[config.mk]
export PLATFORM = sky130hd
export DESIGN_NAME = steer_ctrl
export DESIGN_NICKNAME = d
export VERILOG_FILES = /design/src/rtl/steer_ctrl_pkg.sv /design/src/rtl/steer_ctrl_tick_div.sv /design/src/rtl/steer_ctrl.sv
export SDC_FILE = /design/constraint.sdc
export NUM_CORES = 1
export LEC_CHECK = 0
export ABC_AREA = 1
export CELL_PAD_IN_SITES_DETAIL_PLACEMENT = 0
export CELL_PAD_IN_SITES_GLOBAL_PLACEMENT = 2
export CORE_ASPECT_RATIO = 0.7
export CORE_UTILIZATION = 36
export DETAILED_ROUTE_END_ITERATION = 12
export GPL_ROUTABILITY_DRIVEN = 0
export GPL_TIMING_DRIVEN = 0
export PLACE_DENSITY = 0.79
export SLEW_MARGIN = 25
export SYNTH_ARGS = -nofsm -noshare
export SYNTH_HDL_FRONTEND = slang
export SYNTH_SLANG_ARGS = --single-unit
export TNS_END_PERCENT = 20
[constraint.sdc]
create_clock -name clkus -period 2.2 [get_ports clkus]
set_input_delay 0.33 -clock clkus [delete_from_list [all_inputs] [get_ports clkus]]
set_output_delay 0.33 -clock clkus [all_outputs]
set_load 0.1 [all_outputs]
[src/rtl/steer_ctrl_pkg.sv]
// rtl/steer_ctrl_pkg.sv - shared car-control constants: direction codes, states, pattern map
package steer_ctrl_pkg;

    localparam logic [2:0] DIR_STRAIGHT    = 3'b000;
    localparam logic [2:0] DIR_LEFT_SMALL  = 3'b001;
    localparam logic [2:0] DIR_LEFT_BIG    = 3'b011;
    localparam logic [2:0] DIR_RIGHT_SMALL = 3'b101;
    localparam logic [2:0] DIR_RIGHT_BIG   = 3'b111;

    typedef enum logic [1:0] {
        ST_IDLE   = 2'd0,
        ST_TRACK  = 2'd1,
        ST_HOLD   = 2'd2,
        ST_SEARCH = 2'd3
    } state_t;

    typedef struct packed {
        logic       none;
        logic [2:0] code;
    } steer_map_t;

    // Outer sensors dominate inner ones; symmetric patterns steer straight.
    function automatic steer_map_t map_pattern(input logic [4:0] p);
        steer_map_t r;
        r.none = (p == 5'b00000);
        if (p[4] && !p[0])      r.code = DIR_LEFT_BIG;
        else if (p[0] && !p[4]) r.code = DIR_RIGHT_BIG;
        else if (p[3] && !p[1]) r.code = DIR_LEFT_SMALL;
        else if (p[1] && !p[3]) r.code = DIR_RIGHT_SMALL;
        else                    r.code = DIR_STRAIGHT;
        return r;
    endfunction

    // Full lock toward the side the line was last seen on.
    function automatic logic [2:0] search_code(input logic [2:0] last);
        if (last[2])      return DIR_RIGHT_BIG;
        else if (last[0]) return DIR_LEFT_BIG;
        else              return DIR_STRAIGHT;
    endfunction

endpackage

[src/rtl/steer_ctrl_tick_div.sv]
// rtl/steer_ctrl_tick_div.sv - sample tick divider, one-cycle tick every DIV cycles
module tick_div #(
    parameter int DIV = 1000
) (
    input  logic clkus,
    input  logic rst,
    input  logic clr,
    output logic tick
);

    localparam int W = (DIV > 1) ? $clog2(DIV) : 1;
    localparam logic [W-1:0] LAST = W'(DIV - 1);

    logic [W-1:0] cnt;

    always_ff @(posedge clkus or posedge rst) begin
        if (rst)              cnt <= '0;
        else if (clr)         cnt <= '0;
        else if (cnt == LAST) cnt <= '0;
        else                  cnt <= cnt + 1'b1;
    end

    assign tick = !clr && (cnt == LAST);

endmodule

[src/rtl/steer_ctrl.sv]
// rtl/steer_ctrl.sv - line-following steering controller: sync, debounce, track/hold/search FSM
module steer_ctrl
    import steer_ctrl_pkg::*;
#(
    parameter int SAMPLE_US  = 1000,
    parameter int DEBOUNCE_N = 3,
    parameter int HOLD_MS    = 200,
    parameter int LOST_MS    = 1000
) (
    input  logic       clkus,
    input  logic       rst,
    input  logic       enable,
    input  logic [4:0] sensors,
    output logic [2:0] direction,
    output logic       lost,
    output logic       timeout
);

    localparam int RW     = $clog2(DEBOUNCE_N + 1);
    localparam int MS_MAX = (LOST_MS > HOLD_MS) ? LOST_MS : HOLD_MS;
    localparam int MW     = $clog2(MS_MAX + 1);

    localparam logic [RW-1:0] RUN_MAX  = RW'(DEBOUNCE_N);
    localparam logic [MW-1:0] MS_LIM   = MW'(MS_MAX);
    localparam logic [MW-1:0] HOLD_LIM = MW'(HOLD_MS);
    localparam logic [MW-1:0] LOST_LIM = MW'(LOST_MS);

    state_t     state, state_n;
    logic [2:0] dir_n;
    logic       lost_n, timeout_n;

    logic [4:0]    sync_a, sync_b, prev_smp;
    logic [RW-1:0] run_cnt, run_next;
    logic [MW-1:0] ms_cnt, ms_n, ms_inc;
    logic          tick, accept;
    steer_map_t    mapped;

    tick_div #(.DIV(SAMPLE_US)) u_tick (
        .clkus (clkus),
        .rst   (rst),
        .clr   (state == ST_IDLE),
        .tick  (tick)
    );

    always_ff @(posedge clkus or posedge rst) begin
        if (rst) begin
            sync_a <= '0;
            sync_b <= '0;
        end else begin
            sync_a <= sensors;
            sync_b <= sync_a;
        end
    end

    // Accept on the tick the run count hits DEBOUNCE_N and on every equal tick after.
    always_comb begin
        run_next = RW'(1);
        if (sync_b == prev_smp)
            run_next = (run_cnt == RUN_MAX) ? run_cnt : run_cnt + 1'b1;
        accept = tick && (run_next == RUN_MAX);
    end

    always_ff @(posedge clkus or posedge rst) begin
        if (rst) begin
            prev_smp <= '0;
            run_cnt  <= '0;
        end else if (tick) begin
            prev_smp <= sync_b;
            run_cnt  <= run_next;
        end
    end

    assign mapped = map_pattern(sync_b);
    assign ms_inc = (ms_cnt == MS_LIM) ? ms_cnt : ms_cnt + 1'b1;

    always_ff @(posedge clkus or posedge rst) begin
        if (rst) begin
            state     <= ST_IDLE;
            direction <= DIR_STRAIGHT;
            lost      <= 1'b0;
            timeout   <= 1'b0;
            ms_cnt    <= '0;
        end else begin
            state     <= state_n;
            direction <= dir_n;
            lost      <= lost_n;
            timeout   <= timeout_n;
            ms_cnt    <= ms_n;
        end
    end

    always_comb begin
        state_n   = state;
        dir_n     = direction;
        lost_n    = lost;
        timeout_n = timeout;
        ms_n      = ms_cnt;
        if (!enable) begin
            state_n   = ST_IDLE;
            dir_n     = DIR_STRAIGHT;
            lost_n    = 1'b0;
            timeout_n = 1'b0;
            ms_n      = '0;
        end else begin
            case (state)
                ST_IDLE: begin
                    state_n   = ST_TRACK;
                    dir_n     = DIR_STRAIGHT;
                    lost_n    = 1'b0;
                    timeout_n = 1'b0;
                    ms_n      = '0;
                end
                ST_TRACK: begin
                    lost_n = 1'b0;
                    if (accept) begin
                        if (mapped.none) begin
                            state_n = ST_HOLD;
                            ms_n    = '0;
                        end else begin
                            dir_n = mapped.code;
                        end
                    end
                end
                ST_HOLD: begin
                    // A fresh line beats expiry on the same tick.
                    if (accept && !mapped.none) begin
                        state_n = ST_TRACK;
                        dir_n   = mapped.code;
                    end else if (tick) begin
                        ms_n = ms_inc;
                        if (ms_inc == HOLD_LIM) begin
                            state_n = ST_SEARCH;
                            dir_n   = search_code(direction);
                            lost_n  = 1'b1;
                            ms_n    = '0;
                        end
                    end
                end
                ST_SEARCH: begin
                    if (accept && !mapped.none) begin
                        state_n = ST_TRACK;
                        dir_n   = mapped.code;
                        lost_n  = 1'b0;
                    end else if (tick) begin
                        ms_n = ms_inc;
                        if (ms_inc == LOST_LIM)
                            timeout_n = 1'b1;
                    end
                end
                default: begin
                    state_n = ST_IDLE;
                    dir_n   = DIR_STRAIGHT;
                    lost_n  = 1'b0;
                end
            endcase
        end
    end

endmodule

==> results.md, run 1 <==
- Register bit total from synthesis: 44
- Status: finished, final reports clean
- P_int: about 1.5 mW
- Drt first pass iters: 4
- Chip Height: 74.11 um
- Initial antenna violation count: 0
- Type of origin of the critical path: flop
- CP max stage delay: between 1 and 1.5 ns
- Global-route wire length before repair: ~9900 um
- Post-layout nets: roughly 380
- Port Buf Inserts: 11
- Seq/Total Area, Yosys: 0.4118
- Setup tns final: 0 ns
- Worst VDD drop: just over 500 uV
- Wire length per cell: ~13 um
- Postcts setup bufs: 0
- Synthesized Nets: 357
- Required @ worst endpoint: between 1.5 and 2 ns
- Top cell type's share of synthesized area: 0.4118
- Total CTS buffers: 5
- Buffers & Inverters on Critical Path: 1
- Ratio of cells with drive above 1 in the final layout: 0.1783
- Fin crit period: roughly 2.1 ns
- Rel. slew slack: 0.3520
- Net switching power: 814.0 uW
- H-tree levels: 2
- Ports: 13
- Synthesis Warnings: 0
- Area contributors post-synth: dfrtp_1, nand2_1, inv_1
- CTS tree: yes
- Total Wirelength: ~5800 um
- Hold WC Path Type: reg -> reg
- Post-route ant nets: 0
- Post-Synthesis Cells: 339
- CTS sink count: 44
- # DRC: 0
- CTS Hold Bufs: 0
- Comb pwr share: 0.295
- Syn avg cell area: between 7 and 8 um^2
- Unrepaired setup endpoints after global routing: false
- Clk Latency, worst-skew pair: 0.31 ns
- Max-cap violation count: 0
- CP Cell Sequence: clkdlybuf4s50_1
- Via Count: about 2000
- Max Slew Vio Count: 0
- Site Rows: 25
- Worst-path fanout max: 2
- Final Setup Violations: 0
- Area grow syn2layout: 14.55%
- Delay-heaviest family, CP: buffers and inverters
- DRT iter0 DRCs: between 80 and 90
- Via density: approximately 4.5
- Vias in the first global route: about 1900
- Die Wd: 105.0 um
- Worst-Margin Slew: ~0.97 ns
- Initial core utilization: 0.3833
- Post-synth top area cell: dfrtp_1
- HPWL after detailed placement: between 4000 and 5000 um
- Commonest non-fill, non-tap cell in the layout: nand2_1
- # diodes: 0
- Sw frac: 0.3584
- Final Hold Vio Count: 0
- Arrival time worst endpoint: between 1.5 and 2 ns
- CTS max path bufs: 2
- Post-synth cell types: 32
- Leakage: ~1.5 nW
- GR Util All Layers: 0.1689
- Clk pwr share: 0.307
- Setup Skew: 0.008756 ns
- Crit Path Class: reg -> out
- Critical Path End Type: output port
- Crit-path slowest cell: clkdlybuf4s50_1
- Cell Area, Synth: between 2000 and 3000 um^2
- FMAX: 0.4736 GHz
- Clock-pin slew on the worst setup and hold paths: ~0.080 ns
- Reg power frac: 0.398
- Final period utilization: 0.9598
- Die Footprint: 7781 um^2
- Congestion Overflow GR: 0
- Commonest cells after routing, fill and taps aside: nand2_1, inv_1, dfrtp_1
- Final core occ: 0.4391
- Largest net degree at the start of global routing: 24
- P per Cell Area: about 740 nW/um^2
- Clk root buf: clkbuf_8
- Core Footprint: 6975 um^2
## cells by family (layout without fill, tap and decap cells)
group | Yosys count | count (layout) | share of synthesized area
buffers and inverters | 64 | 84 | 0.09592
flip-flops | 44 | 44 | 0.4118
adder cells (fa/ha/maj) | 10 | 10 | 0.04679
AND/OR/NAND/NOR | 180 | 180 | 0.3444
AO/OA/AOI/OAI | 35 | 35 | 0.08142
XOR/XNOR | 6 | 6 | 0.01965
## power by group through the flow
| stage | registers, mW | logic (mW) | clock network (mW) |
|---|---|---|---|
| 2_1_floorplan | 0.973 | 0.442 | 0 |
| 3_3_place_gp | 0.920 | 0.666 | 0 |
| 3_5_place_dp | 0.922 | 0.671 | 0 |
| 4_1_cts | 0.906 | 0.674 | 0.727 |
| 5_1_grt | 0.916 | 0.753 | 0.758 |
| 6_report | 0.905 | 0.669 | 0.697 |
## cell usage after synthesis
master,number
clkinv_1,1
nand4_1,4
o21ai_1,2
buf_6,2
and3_1,1
nor2_4,2
o211ai_1,1
o21ai_0,8
nand4_4,1
nor4_1,1
dfrtp_1,44
nor3b_1,1
nor3_1,8
o21a_1,1
inv_1,51
nand3_1,21
nand3b_1,3
inv_2,8
nand3_4,2
nand2_2,6
nand2_1,84
clkbuf_1,1
o21ai_2,10
nor2_2,8
xor2_1,4
a21oi_1,13
nor2_1,25
buf_2,1
ha_1,10
xnor2_1,2
nand3_2,11
nand2_4,2
## per-stage QoR
stage	instance area (um^2)	std cells	worst slack (ns)	total power, mW	hold WS, ns
after floorplan	2674	339	0.4637	1.415	0.3312
after global placement	2902	444	-0.2008	1.587	0.3345
after detailed placement	2929	445	0.1971	1.594	0.3395
after CTS	3055	453	0.01290	2.308	0.3598
after global routing	3063	453	0.02977	2.427	0.3739
final	3063	453	0.08834	2.271	0.3558
## final timing paths
check | startpoint | end | slack (ns) | cells after the start
min in group asynchronous | rst | u_tick.cnt[1] | 0.39 | 2
hold / removal | sync_a[2] | sync_b[2] | 0.36 | 0
setup / recovery | direction[1] | direction[1] | 0.09 | 1
hold reg to reg | sync_a[2] | sync_b[2] | 0.36 | 0
setup reg to reg | state[0] | ms_cnt[8] | 0.20 | 13
max in group asynchronous | rst | prev_smp[2] | 1.31 | 3
## layer usage
layer	global-route usage	wire (um)
met5	0	0
met2	0.2259	2112
met3	0.03944	192
met4	0.04695	54
met1	0.2648	3423
## sequential cells by signal, indices dropped and copies added, names as in the netlist
name        count
sync_b          5
prev_smp        5
timeout         1
u_tick.cnt     10
direction       3
lost            1
run_cnt         2
sync_a          5
ms_cnt         10
state           2
## final cells by class
cell class | instances | area, um^2
Buffer | 4 | 31.28
Clock buffer | 7 | 96.34
Clock inverter | 1 | 30.03
Fill cell | 717 | 3913
Inverter | 60 | 225.2
Multi-Input combinational cell | 231 | 1319
Sequential cell | 44 | 1101
Tap cell | 94 | 117.6
Timing Repair Buffer | 12 | 142.6
## what timing repair did
action                                  in CTS  in global routing
endpoints found under the setup margin       0                  4
gates resized for setup                      0                  3
hold endpoints to repair                     0                  0
Note: power is estimated with default switching activity, not from simulation.
==> inputs of run 2 (changes only) <==
Settings changed: CORE_UTILIZATION 36 to 39, PLACE_DENSITY 0.79 to 0.85.
Clock period 2.2 ns to 2.6 ns, I/O delays scaled along.
==> results.md, run 2 (synthesis results as in run 1) <==
- Critical Path End Type: output port
- FMAX: about 0.45 GHz
- Registers with the most flip-flops: ms_cnt (10), u_tick.cnt (10)
- GR Util All Layers: 0.1799 (+0.01092)
- Hold slack: 0.3448 ns (-0.01105 ns)
- Crit-path slowest cell: clkdlybuf4s50_1
- H-tree levels: 2 (unchanged)
- GRT met3 Usage: 0.04488 (+0.005439)
- # DRC: 0 (unchanged)
- CP max stage delay: 1.16 ns (+0.03 ns)
- Wire length per cell: 12.53 um (-1.9%)
- Setup tns final: 0 ns (unchanged)
- Chip Height: 71.28 um (-3.8%)
- Vias in the first global route: 1964 (+3.2%)
- Worst VDD drop: 278.7 uV (-46%)
- Final period utilization: 0.8634
- Final Setup Violations: 0 (unchanged)
- Postcts setup bufs: 0 (unchanged)
- Ratio of cells with drive above 1 in the final layout: 0.1755 (-0.002786)
- Commonest non-fill, non-tap cell in the layout: nand2_1
- Type of origin of the critical path: flop
- Largest net degree at the start of global routing: 27 (+13%)
- Via Count: 2046 (-0.63%)
- Congestion Overflow GR: 0 (unchanged)
- CTS sink count: 44 (unchanged)
- Status: finished, final reports clean
- Post-CTS sizing: 0 (unchanged)
- Rel. slew slack: 0.3465 (-0.005476)
- Hold WC Path Type: reg -> reg
- Arrival time worst endpoint: 1.85 ns (+0.07 ns)
- Initial antenna violation count: 0 (unchanged)
- Delay-heaviest family, CP: buffers and inverters
- # diodes: 0 (unchanged)
- Clock-pin slew on the worst setup and hold paths: 0.09 ns (about the same)
- Clk Latency, worst-skew pair: 0.31 ns (about the same)
- Fin crit period: between 2 and 2.5 ns
- Final Hold Vio Count: 0 (unchanged)
- Met2 Resource Use GR: 0.2367 (+0.01078)
- Commonest cells after routing, fill and taps aside: nand2_1, inv_1, dfrtp_1
- Port Buf Inserts: 11 (unchanged)
- Worst r2r src: state[0]
- Total Wirelength: 5638 um (-2.5%)
- Die Footprint: 7196 um^2 (-7.5%)
- Die Wd: 101.0 um (-3.8%)
- CTS max path bufs: 2 (unchanged)
- Site Rows: 24 (-4.0%)
- Setup Skew: 0.008759 ns (+0.000003830 ns)
- Busiest grt layer: met1
- CP Cell Sequence: clkdlybuf4s50_1
- Total CTS buffers: 5 (unchanged)
- CTS tree: yes
- Crit path from: direction[2]
- Core Footprint: 6426 um^2 (-7.9%)
- Max Slew Vio Count: 0 (unchanged)
- Crit Path Class: reg -> out
- Drt first pass iters: 4 (unchanged)
- Worst-Margin Slew: 0.9771 ns (+0.008189 ns)
- Post-route ant nets: 0 (unchanged)
- CTS Hold Bufs: 0 (unchanged)
- Via density: 4.547 (about the same)
- Area grow syn2layout: 13.66%
- Clk root buf: clkbuf_8
- Unrepaired setup endpoints after global routing: false
- HPWL after detailed placement: 4267 um (-2.0%)
- DRT iter0 DRCs: 75 (-12%)
- Leakage: 1.449 nW (-2.9%)
- Required @ worst endpoint: 2.21 ns (+0.34 ns)
- Global-route wire length before repair: 9811 um (-0.98%)
- Min-delay src: sync_a[1]
- Post-layout nets: 376 (unchanged)
- Max-cap violation count: 0 (unchanged)
- Buffers & Inverters on Critical Path: 1 (unchanged)
- Worst-path fanout max: 3 (+1)
- Routing usage on met1: 0.2792 (+0.01437)
- Ports: 13 (unchanged)
- Initial core utilization: 0.4161 (+0.03276)
- P per Cell Area: 623.9 nW/um^2 (-16%)
[run 2: power breakdown]
part           switching (mW)  internal, mW
registers              0.0379         0.729
logic                   0.397         0.163
clock network           0.255         0.315
[run 2: final timing paths]
path | to | slack [ns] | depth (start not counted)
setup / recovery | direction[2] | 0.36 | 1
hold / removal | sync_b[1] | 0.34 | 0
setup reg to reg | state[1] | 0.53 | 12
hold reg to reg | sync_b[1] | 0.34 | 0
max in group asynchronous | sync_a[0] | 1.71 | 3
min in group asynchronous | direction[0] | 0.41 | 2
[run 2: per-stage QoR]
stage	worst slack, ns	util	power [mW]	cell area (um^2)	instances
after floorplan	0.8637	-	1.197	2674	339
after global placement	0.1779	0.4509	1.342	2898	441
after detailed placement	0.5535	0.4541	1.344	2918	442
after CTS	0.3487	0.4729	1.925	3039	450
after global routing	0.3026	0.4729	2.018	3039	450
final	0.3553	0.4729	1.896	3039	450
[run 2: layout make-up]
type	count	area, um^2
well taps	91	113.9
flip-flops and latches	44	1101
clock inverters	2	38.79
inverters	60	225.2
plain buffers	4	31.28
clock buffers	6	82.58
multi-input cells	231	1316
fillers	653	3387
repair buffers	12	130.1
[run 2: metal layers]
metal  up-vias  part of all wire
met4         0             0.014
met2        19              0.37
met1       917              0.58
met3         8             0.030
met5         -                 0
li1       1102                 -
==> inputs of run 3 (changes only) <==
Settings changed: CORE_UTILIZATION 39 to 38, HOLD_SLACK_MARGIN set to 0.08, REMOVE_ABC_BUFFERS set to 1, SYNTH_HIERARCHICAL set to 1.
==> results.md, run 3 <==
- Status: finished, final reports clean
- Type of origin of the critical path: flop
- Final worst slack: 0.2719 ns (-0.08331 ns)
- Wire length per cell: 12.39 um (-1.1%)
- Post-layout nets: 394 (+4.8%)
- Worst-Margin Slew: 0.9612 ns (-0.01596 ns)
- CTS Hold Bufs: 0 (unchanged)
- CTS max path bufs: 2 (unchanged)
- P_int: 1.268 mW (+5.1%)
- CTS sink count: 44 (unchanged)
- P per Cell Area: 635.1 nW/um^2 (+1.8%)
- Total CTS buffers: 5 (unchanged)
- Commonest cells after routing, fill and taps aside: nand2_1, inv_1, dfrtp_1
- # diodes: 0 (unchanged)
- Post-Synthesis Cells: 355 (+4.7%)
- H-tree levels: 2 (unchanged)
- Top sig layer: met4
- Post-synth top area cell: dfrtp_1
- Clock-pin slew on the worst setup and hold paths: 0.09 ns (about the same)
- Synthesis Warnings: 6 (+6)
- Post-route ant nets: 0 (unchanged)
- Arrival time worst endpoint: 2.52 ns (+0.67 ns)
- FMAX: 0.4295 GHz (-3.6%)
- Leakage: 1.432 nW (-1.2%)
- Sw frac: 0.3418 (-0.02195)
- Die Wd: 101.4 um (+0.44%)
- Ratio of cells with drive above 1 in the final layout: 0.1250 (-0.05049)
- Pre-CTS setup slack: -0.4477 ns (-1.001 ns)
- Chip Height: 71.59 um (+0.44%)
- Die Footprint: 7260 um^2 (+0.88%)
- DR WL met2: 2177 um (+3.3%)
- Ys async rst share: 1.000 (unchanged)
- Met3 wire len: 143 um (-16%)
- Site Rows: 24 (unchanged)
- Top cell type's share of synthesized area: 0.4188 (+0.007056)
- Initial core utilization: 0.4072 (-0.008912)
- Total Wirelength: 5786 um (+2.6%)
- Area contributors post-synth: dfrtp_1, nand2_1, inv_1
- Comb pwr share: 0.278 (-0.017)
- Registers with the most flip-flops: ms_cnt (10), u_tick/cnt (10)
- Clk Latency, worst-skew pair: 0.30 ns (about the same)
- Final period utilization: 0.8954 (+0.03204)
- Worst-path fanout max: 8 (+5)
- Reg power frac: 0.402 (-0.002)
- HPWL after detailed placement: 4429 um (+3.8%)
- Count leader, synth: nand2_1
- Drt first pass iters: 4 (unchanged)
- Clk root buf: clkbuf_8
- Commonest non-fill, non-tap cell in the layout: nand2_1
- Number of flops mapped to enable cells by yosys: 0 (unchanged)
- Largest net degree at the start of global routing: 27 (unchanged)
- M1 wire length: 3442 um (+5.0%)
- Hold WC Path Type: in -> async
- Vias in the first global route: 2016 (+2.6%)
- Via density: 4.660 (+2.5%)
- Core Footprint: 6456 um^2 (+0.47%)
- Cell Area, Synth: 2629 um^2 (-1.7%)
- Rel. slew slack: 0.3572 (+0.01067)
- Ports: 13 (unchanged)
- Congestion Overflow GR: 0 (unchanged)
- DRT iter0 DRCs: 97 (+29%)
- Max-cap violation count: 0 (unchanged)
- Final Setup Violations: 0 (unchanged)
- Net switching power: 658.4 uW (-4.5%)
- Post-synth cell types: 31 (-3.1%)
- Initial antenna violation count: 0 (unchanged)
- Critical Path End Type: flop
- Final Hold Vio Count: 0 (unchanged)
- Clk pwr share: 0.319 (+0.019)
- Register bit total from synthesis: 44 (unchanged)
- CTS tree: yes
- Required @ worst endpoint: 2.79 ns (+0.58 ns)
- Fin crit period: 2.328 ns (+0.08331 ns)
- # DRC: 0 (unchanged)
- Setup Skew: 0.01168 ns (+0.002920 ns)
- Synth cell count leaders: nand2_1, inv_1, dfrtp_1, nor2_1, nand3_1
- GR Util All Layers: 0.1805 (+0.0006600)
- Port Buf Inserts: 12 (+1)
- Via Count: 2176 (+6.4%)
- Seq/Total Area, Yosys: 0.4188 (+0.007056)
- Area grow syn2layout: 15.37%
- Crit Path Class: reg -> reg
- Max Slew Vio Count: 0 (unchanged)
- Worst VDD drop: 257.2 uV (-7.7%)
- Post-synth top flop: dfrtp_1
- Global-route wire length before repair: 10050 um (+2.4%)
- Syn avg cell area: 7.405 um^2 (-6.1%)
- Hold slack: 0.3383 ns (-0.006493 ns)
[run 3: final timing paths]
check	from	end	slack (ns)	depth (start not counted)
worst max-delay path	u_tick/cnt[0]	state[1]	0.27	14
max in group asynchronous	rst	sync_b[4]	1.84	3
min in group clkus	sync_a[3]	sync_b[3]	0.35	0
worst min-delay path	rst	state[0]	0.34	2
worst min register to register	sync_a[3]	sync_b[3]	0.35	0
worst max register to register	u_tick/cnt[0]	state[1]	0.27	14
[run 3: cells by family (layout without fill, tap and decap cells)]
kind of cell             Yosys count  after routing  synth area share
AO/OA/AOI/OAI                     44             44           0.09757
XOR/XNOR                           4              4           0.01333
adder cells (fa/ha/maj)           10             10           0.04760
buffers and inverters             57             78           0.08615
flip-flops                        44             44            0.4188
AND/OR/NAND/NOR                  196            196            0.3365
[run 3: per-stage QoR]
step           power, mW  setup TNS [ns]  instance area, um^2  instances    util
2_1_floorplan      1.177               0                 2597        350       -
3_3_place_gp       1.313          -12.72                 2831        453  0.4386
3_5_place_dp       1.323          -5.839                 2854        454  0.4421
4_1_cts            1.959               0                 3003        463  0.4651
5_1_grt            2.049       -0.004964                 3033        467  0.4698
6_report           1.926               0                 3033        467  0.4698
[run 3: final cells by class]
cell class | instances | area, um^2
Clock buffer | 5 | 68.82
Tap cell | 91 | 113.9
Timing Repair Buffer | 19 | 185.2
Sequential cell | 44 | 1101
Clock inverter | 2 | 60.06
Fill cell | 656 | 3423
Multi-Input combinational cell | 254 | 1309
Inverter | 52 | 195.2
[run 3: what timing repair did]
action | CTS | global route
resized for setup | 1 | 0
setup buffers | 2 | 4
setup endpoints to repair | 17 | 16
pin swaps | 1 | 1
[run 3: per-layer routing]
layer / track usage / vias up
met2: 0.2373 / 26
met3: 0.03220 / 2
li1: - / 1155
met5: 0 / -
met4: 0.04831 / 0
met1: 0.2946 / 993
[run 3: critical path: stages, from the launching register on]
cell and delay, ns:
dfrtp_1 0.39, ha_1 0.19, nand2_1 0.10, nor2_2 0.14
nand3_1 0.21, nor2_4 0.27, inv_1 0.12, nor2_4 0.14
nand3_1 0.09, nand2_1 0.08, inv_2 0.07, nor2_1 0.20
nand2_1 0.11, nand2_1 0.06, nand2_1 0.04
[run 3: power groups by stage]
| stage | clock (mW) | sequential, mW | combinational (mW) |
|---|---|---|---|
| global placement | 0 | 0.787 | 0.526 |
| CTS | 0.643 | 0.775 | 0.541 |
| finish | 0.615 | 0.775 | 0.536 |
| global route | 0.663 | 0.782 | 0.604 |
| floorplan | 0 | 0.842 | 0.335 |
| detailed placement | 0 | 0.788 | 0.535 |
